`config.mk`:
```
export PLATFORM = sky130hd
export DESIGN_NAME = axis_scope_controller
export DESIGN_NICKNAME = d
export VERILOG_FILES = /design/src/rtl/scope_ctrl_pkg.sv /design/src/rtl/scope_edge_detect.sv /design/src/rtl/axis_scope_controller.sv
export SDC_FILE = /design/constraint.sdc
export NUM_CORES = 1
export LEC_CHECK = 0
export ABC_AREA = 0
export BUFFER_PORTS_ARGS = -buffer_cell sky130_fd_sc_hd__buf_2
export CORE_ASPECT_RATIO = 0.7
export CORE_MARGIN = 2
export CORE_UTILIZATION = 40
export DETAILED_ROUTE_END_ITERATION = 8
export PLACE_DENSITY = 0.64
export SLEW_MARGIN = 30
export SYNTH_ARGS = -nofsm -noshare
export SYNTH_HDL_FRONTEND = slang
export SYNTH_SLANG_ARGS = --single-unit
```
`constraint.sdc`:
```
create_clock -name aclk -period 4.8 [get_ports aclk]
set_input_delay 0.48 -clock aclk [delete_from_list [all_inputs] [get_ports aclk]]
set_output_delay 0.48 -clock aclk [all_outputs]
set_load 0.05 [all_outputs]
```
`src/rtl/scope_ctrl_pkg.sv`:
```
// Shared types and constants for the scope acquisition sequencer.
// Holds the FSM state encoding, acquisition modes and cfg_data field positions.
package scope_ctrl_pkg;

  typedef enum logic [2:0] {
    StIdle    = 3'd0,
    StArm     = 3'd1,
    StWaitEn  = 3'd2,
    StPrefill = 3'd3,
    StWaitTrg = 3'd4,
    StPost    = 3'd5,
    StDone    = 3'd6
  } state_e;

  localparam logic [1:0] ModeNormal = 2'd0;
  localparam logic [1:0] ModeAuto   = 2'd1;
  localparam logic [1:0] ModeSingle = 2'd2;

  localparam int unsigned CfgStartBit = 0;
  localparam int unsigned CfgStopBit  = 1;
  localparam int unsigned CfgModeLsb  = 2;
  localparam int unsigned CfgEdgeBit  = 4;
  localparam int unsigned CfgChanBit  = 5;
  localparam int unsigned CfgHystLsb  = 16;

endpackage

```
`src/rtl/scope_edge_detect.sv`:
```
// Level/edge trigger detector with hysteresis on one signed 16-bit channel.
// hit_o is combinational from the current sample; the caller registers it.
module scope_edge_detect
  import scope_ctrl_pkg::*;
#(
  parameter int unsigned AXIS_TDATA_WIDTH = 32
) (
  input  logic                        clk_i,
  input  logic                        rst_i,
  input  logic [AXIS_TDATA_WIDTH-1:0] sample_i,
  input  logic                        valid_i,
  input  logic                        enable_i,
  input  logic                        clear_i,
  input  logic                        edge_fall_i,
  input  logic                        chan_sel_i,
  input  logic [15:0]                 hyst_i,
  input  logic [15:0]                 level_i,
  output logic                        hit_o
);

  logic [15:0]        chan;
  logic signed [17:0] smp, lvl, hyst, lo_thr, hi_thr;
  logic               arm_cond, fire_cond, fire;
  logic               primed_q, primed_d;

  always_comb begin
    chan      = chan_sel_i ? sample_i[AXIS_TDATA_WIDTH-1 -: 16] : sample_i[15:0];
    smp       = {{2{chan[15]}}, chan};
    lvl       = {{2{level_i[15]}}, level_i};
    hyst      = {2'b00, hyst_i};
    lo_thr    = lvl - hyst;
    hi_thr    = lvl + hyst;
    arm_cond  = edge_fall_i ? (smp > hi_thr) : (smp < lo_thr);
    fire_cond = edge_fall_i ? (smp <= lvl) : (smp >= lvl);
    fire      = enable_i && valid_i && primed_q && fire_cond;

    // A fire consumes the primed bit even when the caller ignores it (pre-trigger fill).
    primed_d = primed_q;
    if (clear_i) begin
      primed_d = 1'b0;
    end else if (enable_i && valid_i) begin
      if (fire) begin
        primed_d = 1'b0;
      end else if (arm_cond) begin
        primed_d = 1'b1;
      end
    end
    hit_o = fire;
  end

  always_ff @(posedge clk_i or posedge rst_i) begin
    if (rst_i) begin
      primed_q <= 1'b0;
    end else begin
      primed_q <= primed_d;
    end
  end

endmodule

```
`src/rtl/axis_scope_controller.sv`:
```
// Acquisition sequencer for the axis_oscilloscope capture core: arms, triggers and
// re-arms the core, and reports state, auto-trigger flag and frame count.
module axis_scope_controller
  import scope_ctrl_pkg::*;
#(
  parameter int unsigned AXIS_TDATA_WIDTH = 32,
  parameter int unsigned CNTR_WIDTH       = 12,
  parameter int unsigned TOUT_WIDTH       = 32
) (
  input  logic                        aclk,
  input  logic                        areset,
  input  logic [31:0]                 cfg_data,
  input  logic [15:0]                 trg_level,
  input  logic [TOUT_WIDTH-1:0]       tout_data,
  input  logic [CNTR_WIDTH-1:0]       pre_data,
  input  logic [AXIS_TDATA_WIDTH-1:0] s_axis_tdata,
  input  logic                        s_axis_tvalid,
  input  logic [CNTR_WIDTH:0]         scope_sts,
  output logic                        run_flag,
  output logic                        trg_flag,
  output logic [31:0]                 sts_data
);

  state_e                state_q, state_d;
  logic                  start_q, start_d;
  logic [1:0]            mode_q, mode_d;
  logic [CNTR_WIDTH-1:0] pre_cnt_q, pre_cnt_d;
  logic [TOUT_WIDTH-1:0] tout_cnt_q, tout_cnt_d;
  logic [15:0]           frame_q, frame_d;
  logic                  auto_q, auto_d;
  logic                  stop_pend_q, stop_pend_d;
  logic                  run_q, run_d;
  logic                  trg_q, trg_d;
  logic                  start, stop, en, hit;
  logic                  unused_bits;

  assign start       = cfg_data[CfgStartBit];
  assign stop        = cfg_data[CfgStopBit];
  assign en          = scope_sts[0];
  assign unused_bits = ^{scope_sts[CNTR_WIDTH:1], cfg_data[15:6]};

  scope_edge_detect #(
    .AXIS_TDATA_WIDTH(AXIS_TDATA_WIDTH)
  ) u_edge (
    .clk_i      (aclk),
    .rst_i      (areset),
    .sample_i   (s_axis_tdata),
    .valid_i    (s_axis_tvalid),
    .enable_i   ((state_q == StPrefill) || (state_q == StWaitTrg)),
    .clear_i    (state_q == StArm),
    .edge_fall_i(cfg_data[CfgEdgeBit]),
    .chan_sel_i (cfg_data[CfgChanBit]),
    .hyst_i     (cfg_data[CfgHystLsb +: 16]),
    .level_i    (trg_level),
    .hit_o      (hit)
  );

  always_comb begin
    state_d     = state_q;
    start_d     = start;
    mode_d      = mode_q;
    pre_cnt_d   = pre_cnt_q;
    tout_cnt_d  = tout_cnt_q;
    frame_d     = frame_q;
    auto_d      = auto_q;
    stop_pend_d = stop_pend_q;
    run_d       = 1'b0;
    trg_d       = 1'b0;

    unique case (state_q)
      StIdle: begin
        if (start && !start_q) state_d = StArm;
      end
      StArm: begin
        run_d       = 1'b1;
        mode_d      = cfg_data[CfgModeLsb +: 2];
        pre_cnt_d   = pre_data;
        stop_pend_d = 1'b0;
        state_d     = StWaitEn;
      end
      StWaitEn: begin
        if (en) state_d = StPrefill;
      end
      StPrefill: begin
        if (!en) begin
          state_d = StIdle;
        end else if (s_axis_tvalid) begin
          if (pre_cnt_q == '0) begin
            tout_cnt_d = '0;
            state_d    = StWaitTrg;
          end else begin
            pre_cnt_d = pre_cnt_q - CNTR_WIDTH'(1);
          end
        end
      end
      StWaitTrg: begin
        if (!en) begin
          state_d = StIdle;
        end else if (s_axis_tvalid) begin
          // A real trigger wins over a coincident timeout.
          if (hit) begin
            trg_d   = 1'b1;
            auto_d  = 1'b0;
            state_d = StPost;
          end else if ((mode_q == ModeAuto) && (tout_cnt_q == tout_data)) begin
            trg_d   = 1'b1;
            auto_d  = 1'b1;
            state_d = StPost;
          end else begin
            tout_cnt_d = tout_cnt_q + TOUT_WIDTH'(1);
          end
        end
      end
      StPost: begin
        if (stop) stop_pend_d = 1'b1;
        if (!en) begin
          frame_d = frame_q + 16'd1;
          state_d = StDone;
        end
      end
      StDone: begin
        state_d = (stop_pend_q || (mode_q == ModeSingle)) ? StIdle : StArm;
      end
      default: state_d = StIdle;
    endcase

    // Stop aborts immediately everywhere except POST, where the frame is allowed to finish.
    if (stop && (state_q != StPost)) begin
      state_d = StIdle;
      run_d   = 1'b0;
      trg_d   = 1'b0;
    end
  end

  always_ff @(posedge aclk or posedge areset) begin
    if (areset) begin
      state_q     <= StIdle;
      start_q     <= 1'b0;
      mode_q      <= ModeNormal;
      pre_cnt_q   <= '0;
      tout_cnt_q  <= '0;
      frame_q     <= '0;
      auto_q      <= 1'b0;
      stop_pend_q <= 1'b0;
      run_q       <= 1'b0;
      trg_q       <= 1'b0;
    end else begin
      state_q     <= state_d;
      start_q     <= start_d;
      mode_q      <= mode_d;
      pre_cnt_q   <= pre_cnt_d;
      tout_cnt_q  <= tout_cnt_d;
      frame_q     <= frame_d;
      auto_q      <= auto_d;
      stop_pend_q <= stop_pend_d;
      run_q       <= run_d;
      trg_q       <= trg_d;
    end
  end

  assign run_flag = run_q;
  assign trg_flag = trg_q;
  assign sts_data = {frame_q, 12'd0, auto_q, state_q};

endmodule

```
After elaboration in Yosys (flattened, before gate mapping):

Cells that the tools add are included.

* bits in registers: 71
* input bits: 140
* output and inout port bits: 34
* word-level logic and storage cells: 115

* add/sub/neg operators: 5
* $lt $le $gt $ge: 4
* equal/unequal tests: 26
* mux-type cells: 44
* bitwise logic cells: 1
* reduce and logical (&&, ||, !) cells: 24

Operator list (count)
* 32-bit 2-to-1 mux: 7
* 32-bit case mux with 2 select lines: 1
* 12-bit 2-to-1 mux: 3
* 3-bit 2-to-1 mux: 11
* 32-bit by 1-bit adder with 32-bit output (second input constant): 1
* 32-bit == test: 1
* 12-bit case mux with 2 select lines: 1
* 3-bit case mux with 7 select lines: 1
* 16-bit by 17-bit adder with 18-bit output: 1
* 16-bit by 18-bit greater-than comparator with 1-bit output: 1
* 16-bit by 18-bit less-than comparator with 1-bit output: 1
* 1-bit 2-to-1 mux: 18
* 16-bit by 17-bit subtractor with 18-bit output: 1
* 16-bit by 1-bit adder with 16-bit output (second input constant): 1
* 16-bit greater-or-equal comparator: 1
* 16-bit less-or-equal comparator: 1
* 16-bit 2-to-1 mux: 1
* 2-bit inequality test (second input constant): 8
* 12-bit logical NOT: 1
* 3-bit inequality test (second input constant): 4
* 12-bit by 1-bit subtractor with 12-bit output (second input constant): 1
* 2-bit nonzero test: 5
* 3-bit == test (second input constant): 3
* 4-bit by 3-bit inequality test with 1-bit output (second input constant): 2
* other kinds (18): 28

Depth between registers and ports, before layout:

Gate-level depths: netlist of run 1.

* depth after elaboration: 10
* depth in mapped cells: 19
* gate-level depth less buffers: 19

Hierarchy:

Synthesis of run 1 repeated with hierarchy kept, for this count alone.

* cells, all modules: 868
* area, all modules: 7304.5 um^2

By module, submodules not included
* axis_scope_controller: times used 1, cells an instance 470, area each 4299.1 um^2, sequential area each 1751.7 um^2
* scope_edge_detect: times used 1, cells an instance 398, area each 3005.4 um^2, sequential area each 25.0 um^2

Worst setup path after synthesis of run 1:

No wires, ideal clock.

* kind: input -> register
* start point: input trg_level[0]
* end point: register u_edge.primed_q
* setup time: 0.094 ns
* arrival: 3.960 ns
* required time: 4.706 ns
* setup slack: 0.746 ns
* stages on the path: 18
* buffers on the path: 0
* cells stage by stage: inv_1 -> ha_1 -> inv_1 -> fa_1 -> a211oi_1 -> nor2_1 -> o41ai_1 -> a21oi_1 -> o41ai_1 -> o2111ai_1 -> a21oi_1 -> xnor2_1 -> ha_1 -> a2111oi_0 -> a21oi_1 -> nor4_1 -> o31ai_1 -> a211oi_1

* cells in the longest elaborated chain, start to end: 6
* elaborated cells on any way between the ends: 14
* classes of those cells: 2 x add/sub; 4 x order compare; 5 x mux; 3 x reduce/logical

Ends and longest elaborated chain
* start: declaration: line axis_scope_controller.sv:13 `input logic [15:0] trg_level,`
* branches (longest 6 deep; another with 16-bit by 17-bit subtractor with 18-bit output)
* end signal: assignment: line scope_edge_detect.sv:55 `primed_q <= primed_d;`
* end: declaration: line scope_edge_detect.sv:24 `logic primed_q, primed_d;`

Parallel ways; which one is timed is not known. The select of a mux whose other input is x is not followed.
A chain may end at the register's enable or synchronous reset.

Worst setup path after layout of run 1:

Same ends and word-level chain as after synthesis.

==> results of run 1 <==
-- layout make-up --
type                    count  area [µm²]
clock buffers               9         225
multi-input cells         702        4920
fillers                  1731        9050
clock inverters             7        61.3
inverters                  66         248
repair buffers            145         741
diodes                      1        2.50
well taps                 231         289
flip-flops and latches     71        1780
-- through the flow --
stage / instance area, µm² / cells
after floorplan: 7180 / 878
after global placement: 7970 / 1215
after detailed placement: 7970 / 1215
after CTS: 8260 / 1231
after global routing: 8260 / 1231
final: 8260 / 1232
-- worst min path at each step --
stage | start | to | slack [ns] | cells after the start
floorplan | pre_cnt_q[11]$_DFFE_PP0P_ | pre_cnt_q[11]$_DFFE_PP0P_ | 0.45 | 2
global placement | frame_q[15]$_DFFE_PP0P_ | frame_q[15]$_DFFE_PP0P_ | 0.46 | 1
detailed placement | frame_q[15]$_DFFE_PP0P_ | frame_q[15]$_DFFE_PP0P_ | 0.46 | 1
CTS | areset | frame_q[8]$_DFFE_PP0P_ | 0.26 | 2
global route | cfg_data[0] | start_q$_DFF_PP0_ | 0.26 | 1
finish | areset | frame_q[8]$_DFFE_PP0P_ | 0.24 | 2
-- routing by layer --
metal  GRT usage, %  up-vias  routed length, µm
li1               -     3326                  -
met4           2.87        2                 90
met1           30.5     2982               9610
met5              0        -                 13
met3           3.90       10               1110
met2           27.6      170               7360
-- state kept, by name, summed over array words and instances, names as in the netlist --
signal	count
tout_cnt_q	32
frame_q	16
pre_cnt_q	12
state_q	3
mode_q	2
auto_q	1
run_flag	1
start_q	1
stop_pend_q	1
trg_flag	1
u_edge.primed_q	1
-- cell families after synthesis --
kind of cell | synth area share [%]
simple gates | 21.6
compound gates | 15.9
buf+inv | 6.89
xor+xnor | 11.3
fa+ha+maj | 15.8
flops | 24.9
mux | 3.54
other cells | 0.0525
-- worst register-to-register path: cells and delay by family, from the launching register on --
family	cells	cell delay [ns]
DFF	1	0.59
and+or+nand+nor	5	2.15
AOI/OAI and AO/OA	3	0.45
-- cell usage after synthesis (all sizes together), types with 12 or more instances --
master / count
xor2: 49
o211ai: 13
nand2: 62
a21oi: 59
dfrtp: 71
or3: 15
xnor2: 43
nor3: 21
a21o: 12
o21ai: 34
inv: 66
and3: 12
clkbuf: 22
buf: 17
ha: 87
nand4: 24
nor2: 84
nand3: 38
or4: 12
mux2: 18
-- power by group --
| group | switching, mW | internal [mW] |
|---|---|---|
| registers | 0.0864 | 0.678 |
| logic | 0.462 | 0.341 |
| clock network | 0.284 | 0.360 |
| total | 0.832 | 1.38 |
==> impl_metrics.ini, run 1 <==
[job]
max_cap_viol_count = 0

[sta]
fin_crit_sh_pct = 88.8
fmax_mhz = 235
hold_viol_final = 0
whs_ns = 0.235
skew_ns = 0.00933
setup-tns-final_ns = 0
rsz0062_at_grt = false
worst_pin_slew_ns = 0.688
drv_slew = 0
fin_ws_ns = 0.536
period_needed_ns = 4.26
setup_viol = 0
slew_headroom_pct = 54.0

[worst_setup_path]
cp_cell_sequence = buf_2 > ha_1 > inv_1 > fa_1 > nor2_1 > o311a_1 > o221ai_1 > a221oi_1 > o41ai_1 > o31a_1 > o311a_1 > ha_1 > nand3_1 > or3_1 > nor3_1 > nor3_1 > a21oi_1 > a211oi_1
crit_required_ns = 5.00
r2r_setup_slack_ns = 1.54
critical_path.max_stage_delay_ns = 0.49
endpoint = u_edge.primed_q$_DFFE_PP0P_
reg2reg_from = state_q[0]$_DFFE_PP0P_
critPathTopFamily = compound AO/OA/AOI/OAI gates
end_kind = flip-flop
crit_buf_inv = 2
cp_max_fo = 3
cp.depth = 18
reg2reg_depth = 8
crit_path_top_delay_cell = a221oi_1
critical_path_class = in2reg
r2r_end = tout_cnt_q[23]$_DFFE_PP0P_
worstPathArrival_ns = 4.46
cp-startpoint = trg_level[0]
cp-start-kind = input pin

[finish]
syn_to_final_growth_pct = 15.7
drive_gt1_share_pct = 19.3
final_common_cell = buf_2
final_util_pct = 47.7
final_nets = 1224
mostFrequentLayoutCells = buf_2, ha_1, nor2_1

[synth]
ys.flop_type = dfrtp_1
ys_seq_elements = 71
netlist_area_um2 = 7140
synth_cell_types = 64
yosys.area.top_type = dfrtp_1
synth_top_area_share_pct = 24.9
netlist_instances = 867
async_reset_ff_share_pct = 100
synth_edf_count = 0
yosysWarningCount = 0
yosysSeqAreaShare_pct = 24.9
synth_area_leaders = dfrtp_1, ha_1, xor2_1
synth.avg_cell_area_um2 = 8.23

[outcome]
outcome = completed

[power]
powerDensity_nw_per_um2 = 268
p_leak_nw = 4.04
peakVddDrop_mv = 0.183
power_mw = 2.21

[clock_network]
cts.repair.resized = 0
htreeDepth = 3
cts.clk_slew.worst_paths_ns = 0.07
clockRootBuffer = clkbuf_16
cts_tree = done
cts_buffer_depth = 2
numCtsBuffers = 9
post-cts-setup-buffers = 0
insertion_delay_ns = 0.34
ctsHoldBuffers = 0
clock-sinks = 71

[placement]
dp_slack_ns = 0.264
dpl.hpwl_um = 14500
globalplace.congestion = 0.876
port_buffers = 139

[global_route]
grt_pass1_wl_um = 29700
grt_pass1_vias = 5917
grtUsageTotal_pct = 19.4
overflow = 0
antenna_found_initial = 1
grt_max_degree = 40

[die]
design.die.area_um2 = 19000
core_um2 = 17300
die_h_um = 116
rows = 40
dieWidth_um = 164
num_io_pins = 174
start_util_pct = 41.2

[routing]
drc_errors = 0
drtIter0Drc = 517
avgRoutedWirePerCell_um = 14.8
via_count = 6490
drt_pass1_iterations = 5
viasPerCell = 5.27
drtAntennaViolNets = 0
drt_wl_total_um = 18200

[min_path]
hold_path.class = in2async
Note: power is estimated with default switching activity, not from simulation.
==> inputs of run 2 (changes only) <==
--- a/config.mk
+++ b/config.mk
@@ -7,7 +7,7 @@
 export LEC_CHECK = 0
 export ABC_AREA = 0
 export BUFFER_PORTS_ARGS = -buffer_cell sky130_fd_sc_hd__buf_2
-export CORE_ASPECT_RATIO = 0.7
+export CORE_ASPECT_RATIO = 0.75
 export CORE_MARGIN = 2
 export CORE_UTILIZATION = 40
 export DETAILED_ROUTE_END_ITERATION = 8
==> run 2 against run 1 <==
Register-to-register slack gained 0.03 ns. Wire length shrank 1.4%. Maximum frequency shrank 1.2%. Highest routed layer is now met4. Sequential power is essentially flat. Total power grew 3.9%. Global-route usage shrank 0.27 points. Largest cell class unchanged. Largest power group unchanged. Final area grew 0.64%.
==> impl_metrics.ini, run 2 (synthesis results as in run 1) <==
[outcome]
outcome = completed

[placement]
dp_cells = 1226
port_buffers = 139
dpl.hpwl_um = 14200
globalplace.congestion = 0.861

[routing]
drc_errors = 0
drt_pass1_iterations = 4
drtIter0Drc = 415
viasPerCell = 5.19
avgRoutedWirePerCell_um = 14.4
drtAntennaViolNets = 0
drt_wl_total_um = 17900
via_count = 6447

[finish]
final_nets = 1224
final_common_cell = buf_2
regMostFlops = tout_cnt_q
reg_top3 = tout_cnt_q: 32 flops, frame_q: 16 flops, pre_cnt_q: 12 flops
mostFrequentLayoutCells = buf_2, ha_1, nor2_1
largest_register_ffs = 32
diodes = 0
instances_no_fill = 1242
syn_to_final_growth_pct = 16.5
drive_gt1_share_pct = 19.3
multiInputGateArea_um2 = 4920
num-fill-cells = 1789
register_area_um2 = 1780

[power]
powerDensity_nw_per_um2 = 276
peakVddDrop_mv = 0.169
power_mw = 2.30
p_leak_nw = 4.07

[clock_network]
cts_buffer_depth = 2
cts.clk_slew.worst_paths_ns = 0.06
cts.repair.resized = 0
post-cts-setup-buffers = 0
insertion_delay_ns = 0.33
numCtsBuffers = 9
clock-sinks = 71
htreeDepth = 3
ctsHoldBuffers = 0
cts_tree = done
clockRootBuffer = clkbuf_16

[die]
start_util_pct = 40.7
rows = 42
num_io_pins = 174
design.die.area_um2 = 18900
dieWidth_um = 158
core_um2 = 17600
die_h_um = 120

[sta]
hold_viol_final = 0
fmax_mhz = 232
setup-tns-final_ns = 0
drv_slew = 0
skew_ns = 0.0103
rsz0062_at_grt = false
fin_crit_sh_pct = 89.9
slew_headroom_pct = 55.5
worst_pin_slew_ns = 0.668
setup_viol = 0
period_needed_ns = 4.32

[worst_setup_path]
reg2reg_from = state_q[0]$_DFFE_PP0P_
cp_cell_sequence = buf_2 > ha_1 > inv_1 > fa_1 > nor2_1 > o311a_1 > o221ai_1 > a221oi_1 > o41ai_1 > o31a_1 > o311a_1 > ha_1 > nand3_1 > or3_1 > nor3_1 > nor3_1 > a21oi_1 > a211oi_1
r2r_end = tout_cnt_q[23]$_DFFE_PP0P_
r2r_setup_slack_ns = 1.57
worstPathArrival_ns = 4.51
crit_required_ns = 5.00
critical_path.max_stage_delay_ns = 0.54
crit_path_top_delay_cell = a221oi_1
end_kind = flip-flop
cp_max_fo = 3
cp-start-kind = input pin
reg2reg_depth = 8
critical_path_class = in2reg

[min_path]
hold_path.class = in2async

[global_route]
grt_pass1_vias = 5878
grt_pass1_wl_um = 29300
grt_max_degree = 47
grtUsageTotal_pct = 19.2
antenna_found_initial = 0
overflow = 0

[job]
max_cap_viol_count = 0
==> run 2: cell types whose count changed in the layout (fill, tap and decap cells not counted) <==
| cell | before | now |
|---|---|---|
| clkinv_2 | 0 | 1 |
| inv_4 | 0 | 1 |
| inv_2 | 1 | 0 |
| inv_8 | 1 | 0 |
| diode_2 | 1 | 0 |
| bufinv_16 | 0 | 2 |
| clkinvlp_4 | 2 | 0 |
==> run 2: per-stage QoR <==
stage	util (%)	area [µm²]	hold WS (ns)	setup WS, ns
floorplan	-	7180	0.450	0.746
global placement	45.5	7980	0.461	0.313
detailed placement	45.5	7990	0.475	0.221
CTS	47.4	8310	0.231	0.554
global route	47.4	8310	0.254	0.0909
finish	47.4	8310	0.203	0.484
==> run 2: worst max path at each step <==
| stage | start | end | slack (ns) | cells after the start |
|---|---|---|---|---|
| 2_1_floorplan | trg_level[0] | u_edge.primed_q$_DFFE_PP0P_ | 0.75 | 18 |
| 3_5_place_dp | trg_level[0] | u_edge.primed_q$_DFFE_PP0P_ | 0.22 | 20 |
| 4_1_cts | trg_level[0] | u_edge.primed_q$_DFFE_PP0P_ | 0.55 | 20 |
| 6_report | trg_level[0] | u_edge.primed_q$_DFFE_PP0P_ | 0.48 | 18 |
| 3_3_place_gp | trg_level[0] | u_edge.primed_q$_DFFE_PP0P_ | 0.31 | 20 |
| 5_1_grt | trg_level[0] | u_edge.primed_q$_DFFE_PP0P_ | 0.09 | 20 |
==> run 2: critical path, delay by kind of cell <==
family | cells | cell delay, ns
buf+inv | 2 | 0.17
compound gates | 8 | 2.00
fa+ha+maj | 3 | 0.86
simple gates | 5 | 1.00
==> run 2: where the power goes <==
group          total (mW)  internal [mW]  switching [mW]
clock               0.732          0.460           0.272
sequential          0.763          0.678          0.0855
combinational       0.802          0.342           0.460
total                2.30           1.48           0.817
==> run 2: final cells by class <==
class	instances	share of cell area (%)
multi-input combinational	702	59.2
timing repair buffer	145	8.91
clock buffer	9	2.71
sequential	71	21.4
clock inverter	7	1.20
tap	242	3.64
inverter	66	3.01
==> run 2: per-layer routing <==
layer	share of wire [%]	GRT usage (%)	wire (µm)
met1	53	30.0	9460
met2	41	27.4	7290
met3	5.9	3.32	1050
met4	0.66	3.49	119
met5	0	0	0
==> inputs of run 3 (changes only) <==
--- a/config.mk
+++ b/config.mk
@@ -6,7 +6,7 @@
 export NUM_CORES = 1
 export LEC_CHECK = 0
 export ABC_AREA = 0
-export BUFFER_PORTS_ARGS = -buffer_cell sky130_fd_sc_hd__buf_2
+export BUFFER_PORTS_ARGS = -buffer_cell sky130_fd_sc_hd__buf_4
 export CORE_ASPECT_RATIO = 0.75
 export CORE_MARGIN = 2
 export CORE_UTILIZATION = 40
==> run 3 against run 2 <==
Sequential cell count unchanged. Largest power group unchanged. Clock skew fell by 0.0031 ns. Largest cell class unchanged. Wire length grew 0.68%. Hold slack better by 0.063 ns. Clock power decreased by 7.2%.
==> impl_metrics.ini, run 3 (synthesis results as in run 1) <==
[placement]
dpl.hpwl_um = 14400
dp_slack_ns = 0.264
place_area_um2 = 8340
globalplace.congestion = 0.885
dp_cells = 1227
port_buffers = 139

[clock_network]
cts.clk_slew.worst_paths_ns = 0.06
ctsHoldBuffers = 0
insertion_delay_ns = 0.33
cts_tree = done
clock-sinks = 71
post-cts-setup-buffers = 0
clockRootBuffer = clkbuf_16
htreeDepth = 3
cts.repair.resized = 0
cts_buffer_depth = 2
numCtsBuffers = 9

[finish]
mostFrequentLayoutCells = buf_4, ha_1, nor2_1
diodes = 0
drive_gt1_share_pct = 19.4
syn_to_final_growth_pct = 21.1
largest_register_ffs = 32
regMostFlops = tout_cnt_q
final_util_pct = 49.3
final_nets = 1225
reg_top3 = tout_cnt_q: 32 flops, frame_q: 16 flops, pre_cnt_q: 12 flops
final_common_cell = buf_4
stdcell_area_um2 = 8650
instances_no_fill = 1243

[power]
internal_power_mw = 1.47
power_frac_clock_pct = 29.9
power_frac_comb_pct = 36.4
peakVddDrop_mv = 0.179
seq_power_share_pct = 33.7
powerDensity_nw_per_um2 = 263
power_mw = 2.27
p_sw_share_pct = 35.3
p_leak_nw = 4.17
switching_power_mw = 0.803

[sta]
drv_slew = 0
fmax_mhz = 236
setup_viol = 0
hold_viol_final = 0
fin_crit_sh_pct = 88.2
period_needed_ns = 4.23
rsz0062_at_grt = false
skew_ns = 0.00718
slew_headroom_pct = 47.8
setup-tns-final_ns = 0
worst_pin_slew_ns = 0.782
fin_ws_ns = 0.566
whs_ns = 0.266

[worst_setup_path]
cp_max_fo = 3
cp-start-kind = input pin
worstPathArrival_ns = 4.47
cp_cell_sequence = buf_4 > inv_1 > ha_1 > inv_1 > fa_1 > a211oi_1 > nor2_1 > o41ai_1 > a21oi_1 > o41ai_1 > buf_4 > o2111ai_1 > a21oi_1 > xnor2_1 > ha_1 > a2111oi_0 > a21oi_1 > nor4_1 > o31ai_1 > a211oi_1
crit_path_top_delay_cell = fa_1
crit_buf_inv = 4
critPathTopFamily = compound AO/OA/AOI/OAI gates
critical_path.max_stage_delay_ns = 0.42
crit_required_ns = 5.04
path_common_cell = a21oi_1
critical_path_class = in2reg
end_kind = flip-flop

[global_route]
antenna_found_initial = 0
grt_pass1_vias = 6078
grt_pass1_wl_um = 29900
grt_max_degree = 45
grtUsageTotal_pct = 19.5
overflow = 0

[routing]
via_count = 6469
drt_pass1_iterations = 5
drc_errors = 0
drtIter0Drc = 475
avgRoutedWirePerCell_um = 14.5
viasPerCell = 5.20
drt_wl_total_um = 18000
drtAntennaViolNets = 0

[die]
core_um2 = 17600
design.die.area_um2 = 18900
num_io_pins = 174
dieWidth_um = 158
rows = 42
start_util_pct = 40.7
die_h_um = 120

[outcome]
outcome = completed

[min_path]
hold_path.class = in2reg

[job]
max_cap_viol_count = 0
## run 3: changes by cell type in the layout (fill, tap and decap cells not counted), sizes merged
cell and change:
buf +1, clkbuf +1, inv -2, clkinv +2
bufinv -1
## run 3: path summary, 6_finish.rpt
kind / startpoint / endpoint / slack (ns) / depth (start not counted)
worst max-delay path: trg_level[0] / u_edge.primed_q$_DFFE_PP0P_ / 0.57 / 20
worst min register to register: frame_q[15]$_DFFE_PP0P_ / frame_q[15]$_DFFE_PP0P_ / 0.48 / 1
min in group asynchronous: areset / tout_cnt_q[31]$_DFFE_PP0P_ / 0.28 / 2
worst max register to register: state_q[0]$_DFFE_PP0P_ / tout_cnt_q[13]$_DFFE_PP0P_ / 1.55 / 8
worst min-delay path: cfg_data[0] / start_q$_DFF_PP0_ / 0.27 / 1
max in group asynchronous: areset / frame_q[12]$_DFFE_PP0P_ / 3.69 / 3
## run 3: metal layers
layer | track usage [%] | routed length, µm
met5 | 0 | 0
met4 | 3.43 | 131
met3 | 3.36 | 869
met2 | 28.2 | 7410
met1 | 30.5 | 9630
## run 3: power groups by stage
| stage | Combinational [mW] | Clock, mW | Sequential (mW) |
|---|---|---|---|
| 4_1_cts | 0.831 | 0.697 | 0.763 |
| 6_report | 0.828 | 0.679 | 0.766 |
| 5_1_grt | 0.950 | 0.725 | 0.779 |
| 3_3_place_gp | 0.816 | 0 | 0.772 |
| 2_1_floorplan | 0.593 | 0 | 0.767 |
| 3_5_place_dp | 0.826 | 0 | 0.774 |
## run 3: layout make-up
| cell class | instances | area, µm² |
|---|---|---|
| repair buffers | 146 | 1100 |
| multi-input cells | 702 | 4920 |
| flip-flops and latches | 71 | 1780 |
| clock inverters | 6 | 66.3 |
| well taps | 242 | 303 |
| fillers | 1756 | 8900 |
| inverters | 66 | 249 |
| clock buffers | 10 | 239 |
## run 3: worst reg2reg max path: stages, from the launching register on
cell and delay, ns:
dfrtp_1 0.60, nor2b_1 0.26, nand2_1 0.43, or3_1 0.75, nor2_1 0.18, a31oi_1 0.06, o31a_4 0.23, or4_1 0.50
a21oi_1 0.16
